### src/rtl/btn_debounce.sv
// Button input conditioner: 2-flop synchroniser, per-channel debounce FSM and
// single-cycle press/release pulses, with a VIO override path that skips debounce.
module btn_debounce #(
  parameter int N_BTN           = 3,
  parameter int DEBOUNCE_CYCLES = 2000000
) (
  input  logic             clk,
  input  logic             reset_n,
  input  logic [N_BTN-1:0] btn_raw,
  input  logic [N_BTN-1:0] vio_btn,
  input  logic             vio_select,
  output logic [N_BTN-1:0] btn_level,
  output logic [N_BTN-1:0] btn_press,
  output logic [N_BTN-1:0] btn_release
);

  localparam int              CNT_W   = $clog2(DEBOUNCE_CYCLES + 1);
  localparam logic [CNT_W-1:0] CNT_MAX = CNT_W'(DEBOUNCE_CYCLES - 1);

  localparam logic [1:0] S0   = 2'd0;
  localparam logic [1:0] CHK1 = 2'd1;
  localparam logic [1:0] S1   = 2'd2;
  localparam logic [1:0] CHK0 = 2'd3;

  logic [N_BTN-1:0] sync1_q;
  logic [N_BTN-1:0] sync2_q;
  logic [N_BTN-1:0] vio_q;

  always_ff @(posedge clk or negedge reset_n) begin
    if (!reset_n) begin
      sync1_q <= '0;
      sync2_q <= '0;
      vio_q   <= '0;
    end else begin
      sync1_q <= btn_raw;
      sync2_q <= sync1_q;
      vio_q   <= vio_btn;
    end
  end

  for (genvar gi = 0; gi < N_BTN; gi++) begin : g_ch
    logic [1:0]       state_q, state_d;
    logic [CNT_W-1:0] cnt_q, cnt_d;
    logic             level_q, level_d;
    logic             press_q, release_q;
    logic             s_raw;
    logic             s_vio;

    assign s_raw = sync2_q[gi];
    assign s_vio = vio_q[gi];

    always_comb begin
      state_d = state_q;
      cnt_d   = cnt_q;
      level_d = level_q;
      if (vio_select) begin
        // Keep the FSM parked in the stable state that matches the override so
        // switching back to the raw path resumes from a consistent level.
        state_d = s_vio ? S1 : S0;
        cnt_d   = '0;
        level_d = s_vio;
      end else begin
        case (state_q)
          S0: begin
            if (s_raw) begin
              state_d = CHK1;
              cnt_d   = '0;
            end
          end
          CHK1: begin
            if (!s_raw) begin
              state_d = S0;
            end else if (cnt_q == CNT_MAX) begin
              state_d = S1;
              cnt_d   = '0;
              level_d = 1'b1;
            end else begin
              cnt_d = cnt_q + 1'b1;
            end
          end
          S1: begin
            if (!s_raw) begin
              state_d = CHK0;
              cnt_d   = '0;
            end
          end
          CHK0: begin
            if (s_raw) begin
              state_d = S1;
            end else if (cnt_q == CNT_MAX) begin
              state_d = S0;
              cnt_d   = '0;
              level_d = 1'b0;
            end else begin
              cnt_d = cnt_q + 1'b1;
            end
          end
          default: begin
            state_d = S0;
            cnt_d   = '0;
          end
        endcase
      end
    end

    always_ff @(posedge clk or negedge reset_n) begin
      if (!reset_n) begin
        state_q   <= S0;
        cnt_q     <= '0;
        level_q   <= 1'b0;
        press_q   <= 1'b0;
        release_q <= 1'b0;
      end else begin
        state_q   <= state_d;
        cnt_q     <= cnt_d;
        level_q   <= level_d;
        press_q   <= level_d & ~level_q;
        release_q <= ~level_d & level_q;
      end
    end

    assign btn_level[gi]   = level_q;
    assign btn_press[gi]   = press_q;
    assign btn_release[gi] = release_q;
  end

endmodule

### config.mk
export PLATFORM = sky130hd
export DESIGN_NAME = btn_debounce
export DESIGN_NICKNAME = d
export VERILOG_FILES = /design/src/rtl/btn_debounce.sv
export SDC_FILE = /design/constraint.sdc
export NUM_CORES = 1
export LEC_CHECK = 0
export ABC_AREA = 1
export CAP_MARGIN = 20
export CORE_AREA = 2 2 74 112
export DETAILED_ROUTE_END_ITERATION = 7
export DIE_AREA = 0 0 76 114
export DONT_BUFFER_PORTS = 1
export GPL_ROUTABILITY_DRIVEN = 0
export HOLD_SLACK_MARGIN = 0.02
export PLACE_DENSITY_LB_ADDON = 0.3
export SKIP_CTS_REPAIR_TIMING = 1
export SYNTH_ARGS = -nofsm -noshare
export SYNTH_HDL_FRONTEND = slang
export SYNTH_SLANG_ARGS = --single-unit
### constraint.sdc
create_clock -name clk -period 1.95 [get_ports clk]
set_clock_uncertainty 0.2 [all_clocks]
set_input_delay 0.195 -clock clk [delete_from_list [all_inputs] [get_ports clk]]
set_output_delay 0.195 -clock clk [all_outputs]
set_load 0.005 [all_outputs]
==> results.md, run 1 <==
- Avg Inst Size Synth: 7.63 sq um
- Die height: 114 um
- Hold WS: -0.655 ns
- Worst VDD drop: 528 uV
- Slew Limit Headroom: 73.1%
- Pwr Total: 0.00444 W
- CTS buffer count: 9
- Core area: 0.00776 sq mm
- Achievable Freq: 535 MHz
- Crit path max-delay cell type: dfrtp_1
- Final Critical Period: 1.87 ns
- DRT Pass-1 Iters: 5
- Failing checks: negative hold slack
- Critical path startpoint category: flip-flop
- Top area cells in the synthesized netlist: dfrtp_1 (45%), nand2_1 (11%), nor2_1 (7.2%)
- Iter 0 DRT Violations: 278
- CP Capture Type: flip-flop
- CTS tree: yes
- Layout Nets: 670
- Mapped Nets: 645
- Post-DRT Antenna Nets: 0
- Grt ovf: 0
- Tot GR Track Use: 25.5%
- Synthesized flop and latch total: 87
- CTS sink count: 87
- Layout cells sized above 1: 12.4%
- Req. time, crit path: 1.99 ns
- Vias per inst: 5.66
- WS Path Type: reg2reg
- Most common cell after layout, fill and taps aside: nand2_1
- Register area share after synthesis: 45.1%
- Placed cell areas: 0.00492 sq mm
- Clock root buffer: clkbuf_16
- Vias: 4,347
- Worst EP arrival: 1.91 ns
- I/O pin count: 18
- Core Rows: 40
- Final Max Slew Viols: 0
- Initial core utilization: 62.3%
- Initial antenna violation count: 0
- EDFF count, synth: 0
- Post-Syn Area: 0.00483 sq mm
- Clk pin slew, worst setup/hold paths: 0.06 ns
- Vias in the first global route: 4,174
- Top cell type's share of synthesized area: 45.1%
- Final setup margin: 0.0812 ns
- Crit path largest cell delay: 0.39 ns
- Setup-failing EPs final: 0
- Worst skew pair latency: 0.34 ns
- Pre-CTS setup slack: 0.0630 ns
- Die Wd: 76 um
- Port bufs: 0
- Synth-to-layout area growth: 12.1%
- Drc violations: 0
- Fillcell total: 588
- H-tree depth: 3
- Asr flop ratio synth: 100%
- Drt total wl: 11.0 mm
- Final Instance Area: 0.00542 sq mm
- Diodes inserted: 0
- Largest net degree at the start of global routing: 88
- Post-Synthesis Cells: 633
- Warnings, synthesis: 0
- Period utilization: 95.8%
- Synth area leader: dfrtp_1
- Die ar.: 0.00866 sq mm
- Status: finished with violations
- Worst r2r path cells: 10
- Most frequent cells in the layout: nand2_1 (141), dfrtp_1 (87), nor2_1 (86)
- Final Util: 69.8%
- Post-route setup TNS: 0 ns
- Hold Crit Class: in2async
- CTS max path bufs: 2
- Hold Fails Final Rpt: 88
- Post-DP HPWL: 7.74 mm
- Leak pwr: 2.47 nW
- Max-cap viol count: 0
- Synth Flop Type: dfrtp_1
- Worst Max-Slew Pin Slew: 0.401 ns
- Distinct cells, synth: 45
- First-pass GRT wire length: 17.8 mm
- Power Density: 820 mW/mm^2
- CP Max Fanout: 6
- WL per Instance: 14.3 um
- Worst-path cell chain: ha_1 -> nand3_1 -> nor2_1 -> nand3b_1 -> nand2_2 -> inv_1 -> nand2_1 -> nand3_1 -> nand2_1 -> inv_1
layout make-up:
| cell class | instances | area, sq um | share of cell area (%) |
|---|---|---|---|
| Clock inverter | 2 | 16.3 | 0.300 |
| Inverter | 91 | 348 | 6.42 |
| Timing Repair Buffer | 26 | 233 | 4.30 |
| Sequential cell | 87 | 2180 | 40.2 |
| Clock buffer | 14 | 254 | 4.69 |
| Multi-Input combinational cell | 443 | 2260 | 41.7 |
| Tap cell | 105 | 131 | 2.43 |
cell usage after synthesis (2+ instances only):
cell / instances
inv_2: 7
o22ai_1: 2
dfrtp_1: 87
ha_1: 3
nor3_2: 3
inv_4: 2
a21oi_1: 35
nand3_1: 45
nor2_4: 5
o21ai_0: 21
a31oi_1: 6
nand2_4: 2
nand4_2: 2
inv_1: 81
o21ai_1: 13
nor2_1: 93
nand4_1: 11
nand3_2: 3
xor2_1: 8
buf_6: 2
nand2_1: 143
nor3_1: 10
o21bai_1: 2
o21a_1: 2
nor4_1: 3
o21ai_4: 2
buf_4: 9
nand2_2: 10
nor2_2: 5
through the flow:
| stage | hold slack, ns | std cells |
|---|---|---|
| after floorplan | -0.301 | 633 |
| after global placement | -0.299 | 733 |
| after detailed placement | -0.299 | 733 |
| after CTS | -0.658 | 749 |
| after global routing | -0.666 | 768 |
| final | -0.655 | 768 |
power by group:
group	leakage [nW]	internal, W	switching (W)	total (W)
sequential	1.17	0.00191	0.0000894	0.00200
combinational	1.17	0.000263	0.000588	0.000850
clock	0.127	0.000903	0.000689	0.00159
total	2.47	0.00307	0.00137	0.00444
sequential cells by signal, summed over array words and instances (netlist names), named ones only:
name            count
g_ch.level_q        3
vio_q               3
g_ch.cnt_q         63
sync2_q             3
g_ch.press_q        3
g_ch.release_q      3
g_ch.state_q        3
sync1_q             3
path summary, 6_finish.rpt:
kind                                   from           endpoint  slack (ns)
setup / recovery           g_ch[2].cnt_q[0]  g_ch[2].cnt_q[19]        0.08
min in group clk                 vio_select          flip-flop       -0.02
hold reg to reg                  sync1_q[2]         sync2_q[2]        0.15
hold / removal                      reset_n  g_ch[0].cnt_q[13]       -0.66
setup reg to reg           g_ch[2].cnt_q[0]  g_ch[2].cnt_q[19]        0.08
max in group asynchronous           reset_n   g_ch[1].cnt_q[6]        2.07
routing by layer:
metal	GRT usage, %	wire [um]	vias up	part of all wire (%)
met2	47.1	5900	148	54
met5	0	0	-	0
met1	27.6	4250	2086	39
met4	14.3	401	0	3.6
met3	4.35	459	34	4.2
li1	-	-	2079	-
critical path: cells and delay by family, from the launching register on:
| kind | cells | cell delay (ns) |
|---|---|---|
| buf+inv | 2 | 0.16 |
| flops | 1 | 0.39 |
| simple gates | 7 | 0.83 |
| fa+ha+maj | 1 | 0.19 |
kinds of logic after synthesis:
logic type | Yosys count | share of synthesized area [%]
adder cells (fa/ha/maj) | 3 | 0.777
AO/OA/AOI/OAI | 89 | 10.6
AND/OR/NAND/NOR | 341 | 32.4
buffers and inverters | 103 | 9.17
XOR/XNOR | 10 | 1.97
flip-flops | 87 | 45.1
Power figures use the tool's default switching activity.
==> inputs of run 2 (changes only) <==
CTS_CLUSTER_SIZE = 12   (was unset)
SLEW_MARGIN = 10   (was unset)
==> results of run 2 <==
No change in the layout: final DEF, timing and power equal those of run 1.
